### src/rtl/gfx_pkg.sv
// Shared definitions for the rectangle generator: state encoding, command byte layout, widths.
// Command length depends on RECT_OUTLINE_EN (adds a MODE byte when defined).
package gfx_pkg;

    localparam int DATA_W  = 8;
    localparam int COORD_W = 8;
    localparam int COLOR_W = 8;
    localparam int BCNT_W  = 3;

    localparam logic [COORD_W-1:0] X_MAX_DEF = 8'd159;
    localparam logic [COORD_W-1:0] Y_MAX_DEF = 8'd119;

    typedef enum logic {
        S_LOAD = 1'b0,
        S_DRAW = 1'b1
    } state_e;

    localparam int IDX_X0    = 0;
    localparam int IDX_Y0    = 1;
    localparam int IDX_X1    = 2;
    localparam int IDX_Y1    = 3;
    localparam int IDX_COLOR = 4;
    localparam int IDX_MODE  = 5;

`ifdef RECT_OUTLINE_EN
    localparam int RECT_NBYTES = 6;
`else
    localparam int RECT_NBYTES = 5;
`endif

    localparam logic [BCNT_W-1:0] BCNT_LAST = BCNT_W'(RECT_NBYTES - 1);

    function automatic logic [COORD_W-1:0] clamp_coord(input logic [COORD_W-1:0] v,
                                                       input logic [COORD_W-1:0] lim);
        logic [COORD_W-1:0] r;
        if (v > lim) begin
            r = lim;
        end else begin
            r = v;
        end
        return r;
    endfunction

endpackage

### src/rtl/gfx_byte_collector.sv
// Pops parameter bytes from the command FIFO into the command register file.
// Flags cmd_ready_o in the cycle the final byte is accepted; params_o already includes that byte.
module gfx_byte_collector
    import gfx_pkg::*;
(
    input  logic                                   clk,
    input  logic                                   rst_,
    input  logic [DATA_W-1:0]                      in_data,
    input  logic                                   in_rts,
    output logic                                   in_rtr,
    input  logic                                   release_i,
    output logic                                   cmd_ready_o,
    output logic [RECT_NBYTES-1:0][DATA_W-1:0]     params_o
);

    logic [BCNT_W-1:0]                  byte_cnt_q, byte_cnt_d;
    logic [RECT_NBYTES-1:0][DATA_W-1:0] params_q, params_d;
    logic                               drawing_q, drawing_d;
    logic                               in_rtr_q;
    logic                               accept_s;

    assign accept_s    = in_rts & in_rtr_q;
    assign cmd_ready_o = accept_s && (byte_cnt_q == BCNT_LAST);

    // Next-state for byte counter, parameter bytes and the drawing lockout.
    always_comb begin
        params_d   = params_q;
        byte_cnt_d = byte_cnt_q;
        drawing_d  = drawing_q;
        if (accept_s) begin
            for (int i = 0; i < RECT_NBYTES; i++) begin
                if (byte_cnt_q == BCNT_W'(i)) begin
                    params_d[i] = in_data;
                end else begin
                    params_d[i] = params_q[i];
                end
            end
            if (byte_cnt_q == BCNT_LAST) begin
                byte_cnt_d = 3'd0;
                drawing_d  = 1'b1;
            end else begin
                byte_cnt_d = byte_cnt_q + 3'd1;
            end
        end else if (release_i) begin
            drawing_d = 1'b0;
        end else begin
            drawing_d = drawing_q;
        end
    end

    // Collector registers; in_rtr stays low out of reset until the first edge.
    always_ff @(posedge clk or negedge rst_) begin
        if (!rst_) begin
            byte_cnt_q <= 3'd0;
            params_q   <= '0;
            drawing_q  <= 1'b0;
            in_rtr_q   <= 1'b0;
        end else begin
            byte_cnt_q <= byte_cnt_d;
            params_q   <= params_d;
            drawing_q  <= drawing_d;
            in_rtr_q   <= ~drawing_d;
        end
    end

    assign in_rtr   = in_rtr_q;
    assign params_o = params_d;

endmodule

### src/rtl/rect_fill_generator.sv
// Rectangle generator: collects a command, normalises it, and streams one pixel per handshake.
// Optional outline mode (sixth MODE byte) is built when RECT_OUTLINE_EN is defined.
module rect_fill_generator
    import gfx_pkg::*;
#(
    parameter logic [COORD_W-1:0] X_MAX = X_MAX_DEF,
    parameter logic [COORD_W-1:0] Y_MAX = Y_MAX_DEF
) (
    input  logic               clk,
    input  logic               rst_,
    input  logic [DATA_W-1:0]  in_data,
    input  logic               in_rts,
    output logic               in_rtr,
    output logic [COORD_W-1:0] out_x,
    output logic [COORD_W-1:0] out_y,
    output logic [COLOR_W-1:0] out_color,
    output logic               out_last,
    output logic               out_rts,
    input  logic               out_rtr,
    output logic               busy
);

    state_e                              state_q;
    logic [COORD_W-1:0]                  x_q, y_q;
    logic [COORD_W-1:0]                  xmin_q, xmax_q, ymin_q, ymax_q;
    logic [COLOR_W-1:0]                  color_q;
    logic                                out_rts_q, out_last_q, busy_q;
    logic                                outline_q;

    logic                                cmd_ready_s, release_s, in_fire_s, out_fire_s;
    logic [RECT_NBYTES-1:0][DATA_W-1:0]  params_s;
    logic [COORD_W-1:0]                  x0_s, y0_s, x1_s, y1_s;
    logic [COORD_W-1:0]                  nxmin_s, nxmax_s, nymin_s, nymax_s;
    logic                                nlast_s, nout_s;
    logic [COORD_W-1:0]                  nx_s, ny_s;
    logic                                skip_s, step_last_s;

    gfx_byte_collector u_collector (
        .clk         (clk),
        .rst_        (rst_),
        .in_data     (in_data),
        .in_rts      (in_rts),
        .in_rtr      (in_rtr),
        .release_i   (release_s),
        .cmd_ready_o (cmd_ready_s),
        .params_o    (params_s)
    );

    assign in_fire_s  = in_rts & in_rtr;
    assign out_fire_s = out_rts_q & out_rtr;
    assign release_s  = out_fire_s & out_last_q;

    // Clamp then order the corners so the raster always runs min->max.
    always_comb begin
        x0_s    = clamp_coord(params_s[IDX_X0], X_MAX);
        y0_s    = clamp_coord(params_s[IDX_Y0], Y_MAX);
        x1_s    = clamp_coord(params_s[IDX_X1], X_MAX);
        y1_s    = clamp_coord(params_s[IDX_Y1], Y_MAX);
        nxmin_s = (x0_s < x1_s) ? x0_s : x1_s;
        nxmax_s = (x0_s < x1_s) ? x1_s : x0_s;
        nymin_s = (y0_s < y1_s) ? y0_s : y1_s;
        nymax_s = (y0_s < y1_s) ? y1_s : y0_s;
        nlast_s = (nxmin_s == nxmax_s) && (nymin_s == nymax_s);
    end

`ifdef RECT_OUTLINE_EN
    assign nout_s = params_s[IDX_MODE][0];
`else
    assign nout_s = 1'b0;
`endif

    // Next raster position; interior outline rows jump straight from xmin to xmax.
    always_comb begin
        nx_s   = x_q;
        ny_s   = y_q;
        skip_s = outline_q && (y_q != ymin_q) && (y_q != ymax_q) &&
                 (x_q == xmin_q) && (xmin_q != xmax_q);
        if (skip_s) begin
            nx_s = xmax_q;
        end else if (x_q < xmax_q) begin
            nx_s = x_q + 8'd1;
        end else begin
            nx_s = xmin_q;
            ny_s = y_q + 8'd1;
        end
        step_last_s = (nx_s == xmax_q) && (ny_s == ymax_q);
    end

    // Control FSM with registered pixel outputs.
    always_ff @(posedge clk or negedge rst_) begin
        if (!rst_) begin
            state_q    <= S_LOAD;
            x_q        <= 8'd0;
            y_q        <= 8'd0;
            xmin_q     <= 8'd0;
            xmax_q     <= 8'd0;
            ymin_q     <= 8'd0;
            ymax_q     <= 8'd0;
            color_q    <= 8'd0;
            outline_q  <= 1'b0;
            out_rts_q  <= 1'b0;
            out_last_q <= 1'b0;
            busy_q     <= 1'b0;
        end else begin
            case (state_q)
                S_LOAD: begin
                    if (in_fire_s) begin
                        busy_q <= 1'b1;
                    end
                    if (cmd_ready_s) begin
                        xmin_q     <= nxmin_s;
                        xmax_q     <= nxmax_s;
                        ymin_q     <= nymin_s;
                        ymax_q     <= nymax_s;
                        x_q        <= nxmin_s;
                        y_q        <= nymin_s;
                        color_q    <= params_s[IDX_COLOR];
                        outline_q  <= nout_s;
                        out_rts_q  <= 1'b1;
                        out_last_q <= nlast_s;
                        state_q    <= S_DRAW;
                    end
                end
                S_DRAW: begin
                    if (out_fire_s) begin
                        if (out_last_q) begin
                            out_rts_q  <= 1'b0;
                            out_last_q <= 1'b0;
                            busy_q     <= 1'b0;
                            state_q    <= S_LOAD;
                        end else begin
                            x_q        <= nx_s;
                            y_q        <= ny_s;
                            out_last_q <= step_last_s;
                        end
                    end
                end
                default: begin
                    state_q   <= S_LOAD;
                    out_rts_q <= 1'b0;
                end
            endcase
        end
    end

    assign out_x     = x_q;
    assign out_y     = y_q;
    assign out_color = color_q;
    assign out_last  = out_last_q;
    assign out_rts   = out_rts_q;
    assign busy      = busy_q;

endmodule
### config.mk
export PLATFORM = sky130hd
export DESIGN_NAME = rect_fill_generator
export DESIGN_NICKNAME = d
export VERILOG_FILES = /design/src/rtl/gfx_pkg.sv /design/src/rtl/gfx_byte_collector.sv /design/src/rtl/rect_fill_generator.sv
export SDC_FILE = /design/constraint.sdc
export NUM_CORES = 1
export LEC_CHECK = 0
export CAP_MARGIN = 5
export CELL_PAD_IN_SITES_DETAIL_PLACEMENT = 0
export CELL_PAD_IN_SITES_GLOBAL_PLACEMENT = 1
export CORE_AREA = 2 2 100 126
export DETAILED_ROUTE_END_ITERATION = 12
export DIE_AREA = 0 0 102 128
export PLACE_DENSITY_LB_ADDON = 0.1
export SKIP_CTS_REPAIR_TIMING = 1
export SYNTH_ARGS = -nofsm -noshare
export SYNTH_HDL_FRONTEND = slang
export SYNTH_SLANG_ARGS = --single-unit
### constraint.sdc
create_clock -name clk -period 4.3 [get_ports clk]
set_clock_uncertainty 0.15 [all_clocks]
set_input_delay 0.86 -clock clk [delete_from_list [all_inputs] [get_ports clk]]
set_output_delay 0.86 -clock clk [all_outputs]
set_load 0.05 [all_outputs]
==> results of run 1 <==
cells in the mapped netlist, drive strengths merged, types with 5 or more instances:
cell,count
dfrtp,89
nand2,88
inv,54
mux2i,50
o21ai,48
ha,30
nor2,23
a21oi,21
mux2,15
clkbuf,14
xnor2,13
nand2b,10
and2,9
nand3,9
xor2,9
nand4,8
o22ai,7
buf,6
o221ai,6
a31oi,5
nor3,5
o211ai,5
how the worst max path moves through the flow:
| stage | end | slack, ns | cells past startpoint |
|---|---|---|---|
| 6_report | out_x[4]$_DFFE_PN0P_ | 0.24 | 15 |
| 2_1_floorplan | out_x[2]$_DFFE_PN0P_ | -0.004 | 14 |
| 5_1_grt | out_y[3]$_DFFE_PN0P_ | 0.008 | 16 |
| 4_1_cts | out_x[0]$_DFFE_PN0P_ | -0.005 | 14 |
| 3_5_place_dp | out_x[0]$_DFFE_PN0P_ | -0.35 | 14 |
| 3_3_place_gp | xmax_q[1]$_DFFE_PN0P_ | -0.27 | 15 |
sequential cells by signal, summed over array words and instances (netlist names), 3 cells and up:
signal	count
u_collector.byte_cnt_q	3
out_y	8
xmin_q	8
out_color	8
ymax_q	8
u_collector.params_q	32
out_x	8
xmax_q	8
final cells by class:
class	instances	area share, %
Multi-Input combinational cell	415	43.3
Sequential cell	89	33.8
Timing Repair Buffer	98	12.6
Clock buffer	13	3.94
Tap cell	164	3.11
Inverter	54	3.07
Clock inverter	3	0.228
where the power goes:
group | leakage, uW | total [uW] | internal [uW] | switching [uW]
clock network | 0.000139 | 739 | 421 | 318
logic | 0.00201 | 3860 | 1770 | 2090
registers | 0.00110 | 1470 | 1180 | 294
total | 0.00325 | 6070 | 3370 | 2700
metrics by stage:
| stage | area (um^2) | TNS, ns | hold WS, ns |
|---|---|---|---|
| final | 6600 | 0 | 0.330 |
| after global routing | 6600 | 0 | 0.361 |
| after CTS | 6570 | -0.00482 | 0.337 |
| after detailed placement | 6300 | -6.53 | 0.311 |
| after global placement | 6300 | -4.65 | 0.311 |
| after floorplan | 5340 | -0.00593 | 0.297 |
layout by cell type, fill, tap and decap left out, types with 5 or more instances in the layout:
cell              n
nand2b_1         10
nand3_1           9
nor3_1            5
mux2i_1          47
dfrtp_1          89
clkbuf_16         9
nand4_1           8
and2_1            8
o221ai_1          6
buf_4            60
o211ai_1          5
a21oi_1          20
o21ai_0          43
nand2_1          86
ha_1             30
clkdlybuf4s50_1  38
xnor2_1          13
nor2_1           23
a31oi_1           5
inv_1            53
xor2_1            9
o22ai_1           7
mux2_2           15
kinds of logic (layout without fill, tap and decap cells):
logic type,count (synthesis),count (layout)
muxes,65,65
other,2,2
AOI/OAI and AO/OA,123,123
xor gates and xnor gates,22,22
DFF,89,89
adders and majority gates,30,30
and+or+nand+nor,173,173
buffers and inverters,74,168
worst max-delay path: cells and delay by family:
kind,cells,cell delay (ns)
fa+ha+maj,1,0.31
compound gates,6,0.94
buf+inv,2,0.70
simple gates,4,0.70
mux,2,0.58
per-layer routing:
metal  GRT usage [%]  vias up  share of wire [%]
met5               0        -                  0
met1            30.8     2056                 47
met4            10.6        0                3.6
met3            2.02       27                2.6
li1                -     2188                  -
met2            36.1       89                 47
==> results.toml, run 1 <==
[layout]
fillers = 1104
regArea_um2 = 2230
final_util_pct = 55.3
multi_input_area_um2 = 2860
nets = 709
area_delta_synth_final_pct = 23.5
final_cells = 836
antennaDiodeCount = 0
drive_gt1_share_pct = 15.5

[logic_synthesis]
synth.area.top_cells = "dfrtp_1, mux2i_1, ha_1"
syn_area_per_cell_um2 = 9.24
synth_top_family_by_area = "simple AND/OR/NAND/NOR gates"
ys_async_sr_fraction_pct = 100
synth-simple-area-share_pct = 15.1
synth_compound_area_share_pct = 14.6
yosysSeqAreaShare_pct = 41.7
synthXorXnorAreaFrac_pct = 3.61
synth_top_cell_by_area = "dfrtp_1"
synthAdderAreaFrac_pct = 7.03
synth_top_area_share_pct = 41.7
synthesis.instances = 578
synth-edff-count = 0
synth_mux_area_share_pct = 12.5
ys.flop_type = "dfrtp_1"
netlist_area_um2 = 5340
synth-warning-count = 0
synthesis.nets = 620
ys_types = 58
synth-seq-cells = 89

[setup_path]
r2r_end = "out_y[3]$_DFFE_PN0P_"
r2r_start = "u_collector.byte_cnt_q[0]$_DFFE_PN0N_"
reg2regPathDepth = 16
crit_type = "in2reg"
worst-path-max-fanout = 6
slowest_stage = "clkdlybuf4s50_1"
cp-start-kind = "input port"
regToRegSetupSlack_ns = 0.72
setup.worst_path.start = "in_rts"
required_ns = 4.35
arrival_ns = 4.11
slowest_delay_ns = 0.51
critPathCaptureType = "flip-flop"
worstPathCellList = "clkdlybuf4s50_1 > and3b_1 > and2_2 > mux2_2 > o21ai_1 > nand2b_1 > ha_1 > nor2b_1 > o21a_1 > o21a_1 > o21ai_2 > a31oi_1 > buf_4 > mux2i_2 > o221ai_1"
path_common_cell = "o21a_1"

[timing]
worstMarginPinSlew_ns = 0.830
layout_setup_ws_ns = 0.236
slew_headroom_pct = 44.6
hold_violations = 0
period_needed_ns = 4.06
slew_violations = 0
fin_crit_sh_pct = 94.5
setup_violations = 0
fmax_mhz = 246
rsz0062_at_grt = "no"

[drt]
vias = 4360
antenna_left = 0
detail_route.wirelength_um = 13600
drcViolationCount = 0
drtPass1Iterations = 4
routedWlPerCell_um = 16.3
drt_first_iter_violations = 218
vias_per_cell = 5.22

[worst_hold_path]
min_from = "out_color[0]$_DFFE_PN0P_"
hold_end = "out_color[0]$_DFFE_PN0P_"
holdPathStages = 2
hold_class = "reg2reg"

[global_routing]
grt_pass1_vias = 4443
overflow = 0
antenna_found_initial = 0
grt_max_degree = 63
track_usage_pct = 22.6
grt_pass1_wl_um = 22600

[floorplanning]
fp.dieW_um = 102
fp.dieH_um = 128
io_pins = 40
fp.coreArea_um2 = 11900
start_util_pct = 44.7
dieArea_um2 = 13100
rows = 45

[flow_run]
drv_cap = 0

[power]
p_leak_uw = 0.00325
power_density_nw_per_um2 = 920
power_uw = 6070
ir_worst_vdd_uv = 378

[clock_tree]
htree_levels = 3
root_buffer = "clkbuf_16"
clkTransAtPathRegs_ns = 0.06
cts.sinks = 89
clk_latency_ns = 0.34
cts_tree = "yes"
clockBufferDepth = 2
numCtsBuffers = 9

[place]
dp_hpwl_um = 10300
preCtsSetupSlack_ns = -0.346
dpl.cell_count = 820
port_buffers = 39
gp_congestion = 0.831

[status]
outcome = "complete, no violations"
(Power assumes the default switching activity.)
==> run 2: changes to the inputs <==
Settings changed: CTS_CLUSTER_SIZE from default to 10.
==> results of run 2 <==
Final layout, timing and power as in run 1 (identical DEF).
